### config.mk
export PLATFORM = sky130hd
export DESIGN_NAME = fetch_queue_flat
export DESIGN_NICKNAME = d
export VERILOG_FILES = /design/src/rtl/fetch_pkg.sv /design/src/rtl/fetch_queue_if.sv /design/src/rtl/fetch_queue_pointer.sv /design/src/rtl/fetch_queue.sv /design/src/flat_wrapper.sv
export SDC_FILE = /design/constraint.sdc
export NUM_CORES = 1
export LEC_CHECK = 0
export BUFFER_PORTS_ARGS = -buffer_cell sky130_fd_sc_hd__buf_2
export CORE_ASPECT_RATIO = 1.1
export CORE_MARGIN = 2
export CORE_UTILIZATION = 58
export CTS_BUF_LIST = sky130_fd_sc_hd__clkbuf_8
export CTS_CLUSTER_SIZE = 24
export DETAILED_ROUTE_END_ITERATION = 12
export MAX_ROUTING_LAYER = met4
export PLACE_DENSITY = 0.79
export SLEW_MARGIN = 20
export SYNTH_ARGS = -nofsm -noshare
export SYNTH_HDL_FRONTEND = slang
export SYNTH_SLANG_ARGS = --single-unit
### constraint.sdc
create_clock -name clk -period 3.4 [get_ports clk]
set_input_delay 0.51 -clock clk [delete_from_list [all_inputs] [get_ports clk]]
set_output_delay 0.51 -clock clk [all_outputs]
set_load 0.03 [all_outputs]
### src/rtl/fetch_pkg.sv
// Shared types and sizing helpers for the instruction prefetch queue.
// Imported by the queue, its pointer sub-module and the bus interface.
package fetch_pkg;

    localparam int INSTR_W = 32;
    localparam logic [INSTR_W-1:0] NOP_INSTR = 32'd0;

    // One queued fetch result: the incremented PC travels with its instruction.
    typedef struct packed {
        logic [31:0]        pc;
        logic [INSTR_W-1:0] instr;
    } entry_t;

    // Pointer width for a given depth; never narrower than one bit.
    function automatic int ptr_width(input int depth);
        return (depth > 1) ? $clog2(depth) : 1;
    endfunction

endpackage

### src/rtl/fetch_queue_if.sv
// Bus between fetch/decode (master) and the prefetch queue (slave).
// Carries the push side, the pop controls and the queue status.
interface fetch_queue_if #(
    parameter int DEPTH = 4
) ();
    import fetch_pkg::*;

    localparam int CNT_W = ptr_width(DEPTH) + 1;

    logic                 in_valid;
    logic [31:0]          in_pc;
    logic [INSTR_W-1:0]   in_instr;
    logic                 flush;
    logic                 freeze;

    logic                 full;
    logic                 out_valid;
    logic [31:0]          out_pc;
    logic [INSTR_W-1:0]   out_instr;
    logic [CNT_W-1:0]     count;
    logic                 overflow;

    modport master (
        output in_valid, in_pc, in_instr, flush, freeze,
        input  full, out_valid, out_pc, out_instr, count, overflow
    );

    modport slave (
        input  in_valid, in_pc, in_instr, flush, freeze,
        output full, out_valid, out_pc, out_instr, count, overflow
    );

endinterface

### src/rtl/fetch_queue_pointer.sv
// Wrapping pointer with increment enable and synchronous clear.
// Used for both the write and the read side of the prefetch queue.
module queue_pointer #(
    parameter int WIDTH = 2
) (
    input  logic             clk,
    input  logic             rst,
    input  logic             clear,
    input  logic             inc,
    output logic [WIDTH-1:0] value
);

    localparam logic [WIDTH-1:0] STEP = WIDTH'(1);

    // Clear beats increment so a flush always lands the pointer at zero.
    always_ff @(posedge clk or negedge rst) begin
        if (!rst) begin
            value <= '0;
        end else if (clear) begin
            value <= '0;
        end else if (inc) begin
            value <= value + STEP;
        end
    end

endmodule

### src/rtl/fetch_queue.sv
// Prefetch queue between instruction fetch and decode, with branch flush.
// Head is read combinationally; a push is only visible after its clock edge.
module fetch_queue
    import fetch_pkg::*;
#(
    parameter int DEPTH = 4
) (
    input  logic         clk,
    input  logic         rst,
    fetch_queue_if.slave q
);

    localparam int PTR_W = ptr_width(DEPTH);
    localparam int CNT_W = PTR_W + 1;
    localparam logic [CNT_W-1:0] FULL_COUNT = CNT_W'(DEPTH);
    localparam logic [CNT_W-1:0] ONE        = CNT_W'(1);

    logic [PTR_W-1:0] wr_ptr;
    logic [PTR_W-1:0] rd_ptr;
    logic [CNT_W-1:0] count_q;
    logic             overflow_q;
    entry_t           mem [DEPTH];
    entry_t           head;

    logic             is_full;
    logic             is_valid;
    logic             push;
    logic             pop;

    // Full looks only at the registered count, keeping full -> freeze loop-free.
    assign is_full  = (count_q == FULL_COUNT);
    assign is_valid = (count_q != '0);
    assign push     = q.in_valid & ~is_full & ~q.flush;
    assign pop      = is_valid & ~q.freeze & ~q.flush;

    queue_pointer #(
        .WIDTH (PTR_W)
    ) u_wr_ptr (
        .clk   (clk),
        .rst   (rst),
        .clear (q.flush),
        .inc   (push),
        .value (wr_ptr)
    );

    queue_pointer #(
        .WIDTH (PTR_W)
    ) u_rd_ptr (
        .clk   (clk),
        .rst   (rst),
        .clear (q.flush),
        .inc   (pop),
        .value (rd_ptr)
    );

    // Entry storage; a flush leaves stale data in place since count hides it.
    always_ff @(posedge clk or negedge rst) begin
        if (!rst) begin
            for (int i = 0; i < DEPTH; i++) begin
                mem[i] <= '0;
            end
        end else if (push) begin
            mem[wr_ptr] <= '{pc: q.in_pc, instr: q.in_instr};
        end
    end

    always_ff @(posedge clk or negedge rst) begin
        if (!rst) begin
            count_q <= '0;
        end else if (q.flush) begin
            count_q <= '0;
        end else begin
            case ({push, pop})
                2'b10:   count_q <= count_q + ONE;
                2'b01:   count_q <= count_q - ONE;
                default: count_q <= count_q;
            endcase
        end
    end

    // Sticky: fetch ignored full, which is a fetch-side bug worth latching.
    always_ff @(posedge clk or negedge rst) begin
        if (!rst) begin
            overflow_q <= 1'b0;
        end else if (q.in_valid & is_full & ~q.flush) begin
            overflow_q <= 1'b1;
        end
    end

    assign head        = mem[rd_ptr];
    assign q.full      = is_full;
    assign q.out_valid = is_valid;
    assign q.out_pc    = is_valid ? head.pc    : 32'd0;
    assign q.out_instr = is_valid ? head.instr : NOP_INSTR;
    assign q.count     = count_q;
    assign q.overflow  = overflow_q;

endmodule

### src/flat_wrapper.sv
// flat-port wrapper written by rule: the top's interface ports become plain ports
module fetch_queue_flat import fetch_pkg::*;
#(
    parameter int DEPTH = 4
)
  (clk, rst, q_in_valid, q_in_pc, q_in_instr, q_flush, q_freeze, q_full, q_out_valid, q_out_pc, q_out_instr, q_count, q_overflow);
  fetch_queue_if #(.DEPTH(DEPTH)) q_i ();
  input  logic clk;
  input  logic rst;
  input wire logic [$bits(q_i.in_valid)-1:0] q_in_valid;
  input wire logic [$bits(q_i.in_pc)-1:0] q_in_pc;
  input wire logic [$bits(q_i.in_instr)-1:0] q_in_instr;
  input wire logic [$bits(q_i.flush)-1:0] q_flush;
  input wire logic [$bits(q_i.freeze)-1:0] q_freeze;
  output wire logic [$bits(q_i.full)-1:0] q_full;
  output wire logic [$bits(q_i.out_valid)-1:0] q_out_valid;
  output wire logic [$bits(q_i.out_pc)-1:0] q_out_pc;
  output wire logic [$bits(q_i.out_instr)-1:0] q_out_instr;
  output wire logic [$bits(q_i.count)-1:0] q_count;
  output wire logic [$bits(q_i.overflow)-1:0] q_overflow;
  assign q_i.in_valid = q_in_valid;
  assign q_i.in_pc = q_in_pc;
  assign q_i.in_instr = q_in_instr;
  assign q_i.flush = q_flush;
  assign q_i.freeze = q_freeze;
  assign q_full = q_i.full;
  assign q_out_valid = q_i.out_valid;
  assign q_out_pc = q_i.out_pc;
  assign q_out_instr = q_i.out_instr;
  assign q_count = q_i.count;
  assign q_overflow = q_i.overflow;
  fetch_queue #(.DEPTH(DEPTH)) u_core (.clk(clk), .rst(rst), .q(q_i));
endmodule
==> results.sh <==
export IMPL_final_layout_size_suffix_gt1_share_pct=57.64
export IMPL_final_fill_count=1470
export IMPL_p_comb_share_pct=29.4
export IMPL_cts_tree="yes"
export IMPL_clkTransAtPathRegs_ns=0.06
export IMPL_cts_buffers=44
export IMPL_num_vias=6944
export IMPL_fin_crit_sh_pct=90.96
export IMPL_antenna_found_initial=2
export IMPL_synth_net_count=835
export IMPL_clock_fmax_mhz=323.4
export IMPL_grt_ovfl_total=0
export IMPL_maxSlewViolCount=0
export IMPL_clk_latency_ns=0.52
export IMPL_vias_per_cell=5.627
export IMPL_maxCapViolCount=0
export IMPL_rsz0062_at_grt="false"
export IMPL_crit_chain="buf_4 > mux4_2 > and2_1 > buf_2"
export IMPL_pin_count=139
export IMPL_cts_root_buffer="clkbuf_8"
export IMPL_fp_dieH_um=158.8
export IMPL_ys_types=38
export IMPL_antenna_violating_nets_post_route=0
export IMPL_dp_slack_ns=0.7893
export IMPL_p_leak_nw=6.716
export IMPL_postPlaceCellArea_um2=13490
export IMPL_fin_setup_tns_ns=0
export IMPL_wl_per_cell_um=20.22
export IMPL_start_util_pct=59.16
export IMPL_cp_end_kind="output port"
export IMPL_post_cts_setup_buffers=0
export IMPL_cp_start_kind="flop"
export IMPL_setup_viol=0
export IMPL_pwr_share_clk_pct=26.5
export IMPL_syn_area_per_cell_um2=16.61
export IMPL_die_x_um=144.8
export IMPL_max_slew_worst_pin_slew_ns=0.7860
export IMPL_drt_iter0_drc=372
export IMPL_ys_seq_area_share_pct=52.26
export IMPL_postRouteWirelength_um=24950
export IMPL_crit_fanout=30
export IMPL_design_area_um2=14400
export IMPL_grt_max_degree=103
export IMPL_pwr_density_cell_nw_per_um2=739.4
export IMPL_grt_busiest_layer="met1"
export IMPL_io_buffers=138
export IMPL_postCtsResizedCells=0
export IMPL_required_ns=2.89
export IMPL_yosysWarnings=0
export IMPL_gp_congestion=0.7781
export IMPL_p_sw_share_pct=28.96
export IMPL_p_int_mw=7.561
export IMPL_outcome="finished, final reports clean"
export IMPL_finalNetCount=985
export IMPL_cts_sinks=264
export IMPL_clock_path_buffers=3
export IMPL_min_path_type="in2async"
export IMPL_fin_crit_ns=3.093
export IMPL_rows=56
export IMPL_gr_usage_met3_pct=5.730
export IMPL_route_detailed_drc=0
export IMPL_peakVddDrop_mv=0.4452
export IMPL_syn_area_um2=12640
export IMPL_setup_slack_ns=0.3074
export IMPL_grtUsageTotal_pct=23.50
export IMPL_synth_cells=761
export IMPL_core_um2=21370
export IMPL_grt_pass1_vias=7497
export IMPL_met2_usage_pct=34.03
export IMPL_area_growth_pct=13.87
export IMPL_cp_slowest_cell="dfrtp_4"
export IMPL_worstSetupPathType="reg2out"
export IMPL_max_stage_delay_ns=0.81
export IMPL_htree_levels=2
export IMPL_die_area_um2=23000
export IMPL_ys_seq_elements=264
export IMPL_grt_pass1_wl_um=41080
export IMPL_critPathArrivalTime_ns=2.58
export IMPL_switchingPower_mw=3.083
export IMPL_dpl_hpwl_um=15230
export IMPL_final_hold_violation_count=0
export IMPL_p_seq_share_pct=44.1
export IMPL_skew_ns=0.02113
export IMPL_hold_buffers=0
export IMPL_relSlewSlack_pct=47.60
export IMPL_firstDrtPassIters=4
export IMPL_grt_util_met1_pct=34.08
export IMPL_timing_hold_ws_ns=0.03522
export IMPL_total_power_mw=10.64
==> kinds of logic after synthesis <==
group / share of synthesized area, %
xor gates and xnor gates: 0.06929
adders and majority gates: 0.5543
muxes: 37.77
AOI/OAI and AO/OA: 1.128
DFF: 52.26
and+or+nand+nor: 4.355
buffers and inverters: 3.870
==> worst paths after layout <==
path                                                       from                             to  slack [ns]  cells past startpoint
max in group asynchronous                                   rst    u_core.mem[254]$_DFFE_PN0P_        2.50                      2
min in group clk                                    q_in_pc[26]    u_core.mem[186]$_DFFE_PN0P_        0.25                      2
setup reg to reg                  u_core.q.count[0]$_DFFE_PN0P_  u_core.q.count[1]$_DFFE_PN0P_        0.96                      7
hold reg to reg                   u_core.q.overflow$_DFFE_PN0P_  u_core.q.overflow$_DFFE_PN0P_        0.47                      1
setup / recovery           u_core.u_rd_ptr.value[0]$_DFFE_PN0P_                    q_out_pc[0]        0.31                      4
hold / removal                                              rst    u_core.mem[212]$_DFFE_PN0P_        0.04                      1
==> power groups by stage <==
stage	Combinational [mW]	Sequential (mW)	Clock, mW
after floorplan	2.54	4.51	0
after global placement	3.08	4.69	0
after detailed placement	3.16	4.72	0
after CTS	3.17	4.69	2.89
after global routing	3.36	4.81	3.06
final	3.13	4.69	2.82
==> critical path, delay by kind of cell (launching register included) <==
kind	cells	cell delay [ns]
buf+inv	2	0.53
flops	1	0.81
mux	1	0.51
simple gates	1	0.19
==> through the flow <==
step / instances / util, %
3_3_place_gp: 1155 / 63.11
6_report: 1234 / 67.36
3_5_place_dp: 1155 / 63.11
2_1_floorplan: 761 / -
5_1_grt: 1234 / 67.36
4_1_cts: 1232 / 67.34
==> metal layers <==
layer,wire (um),vias up
met3,1457,28
li1,-,3077
met2,11460,180
met1,11670,3659
met4,364,0
met5,0,-
==> flip-flops by register name, indices dropped and copies added, names as in the netlist <==
name                   flops
u_core.mem               256
u_core.q.count             3
u_core.q.overflow          1
u_core.u_rd_ptr.value      2
u_core.u_wr_ptr.value      2
==> layout make-up <==
| class | count | area (um^2) | area share (%) |
|---|---|---|---|
| clock inverters | 19 | 103.9 | 0.7214 |
| inverters | 7 | 26.28 | 0.1825 |
| flip-flops and latches | 264 | 6611 | 45.93 |
| clock buffers | 58 | 798.3 | 5.545 |
| repair buffers | 158 | 925.9 | 6.432 |
| multi-input cells | 436 | 5562 | 38.64 |
| well taps | 290 | 362.8 | 2.521 |
| diodes | 2 | 5.005 | 0.03477 |
==> cells in the final DEF (no fill, tap or decap), types with 2 or more instances in the layout <==
cell type,count
mux2_4,120
dfrtp_1,262
o21ai_0,5
mux2_2,128
nor2b_1,2
mux4_2,64
ha_1,4
and2_1,64
a21o_1,2
nand2_1,4
a21oi_1,9
clkbuf_8,58
nand3_1,3
buf_2,137
buf_4,14
a2111oi_0,2
or3_1,2
and3_4,2
clkinv_2,5
diode_2,2
nor3_1,2
mux2_1,8
nand3_4,2
inv_1,19
buf_12,6
==> synthesized netlist by cell type (all sizes together) <==
cell type / count / area [um^2]
dfrtp: 264 / 6606
mux2: 256 / 3333
and2: 64 / 400.4
mux4: 64 / 1441
buf: 36 / 395.4
clkbuf: 18 / 67.56
a21oi: 9 / 45.04
inv: 7 / 26.28
nand3: 5 / 35.03
o21ai: 5 / 25.02
ha: 4 / 50.05
nand2: 4 / 15.01
a2111oi: 2 / 17.52
a21o: 2 / 15.01
and3: 2 / 22.52
nor2b: 2 / 12.51
nor3: 2 / 10.01
or3: 2 / 12.51
or3b: 2 / 17.52
a21boi: 1 / 7.510
a221oi: 1 / 8.760
fa: 1 / 20.02
nand3b: 1 / 7.510
nor2: 1 / 3.750
o21ba: 1 / 10.01
o22ai: 1 / 6.260
o31ai: 1 / 7.510
or2: 1 / 6.260
or4: 1 / 7.510
xor2: 1 / 8.760
Note: power is estimated with default switching activity, not from simulation.
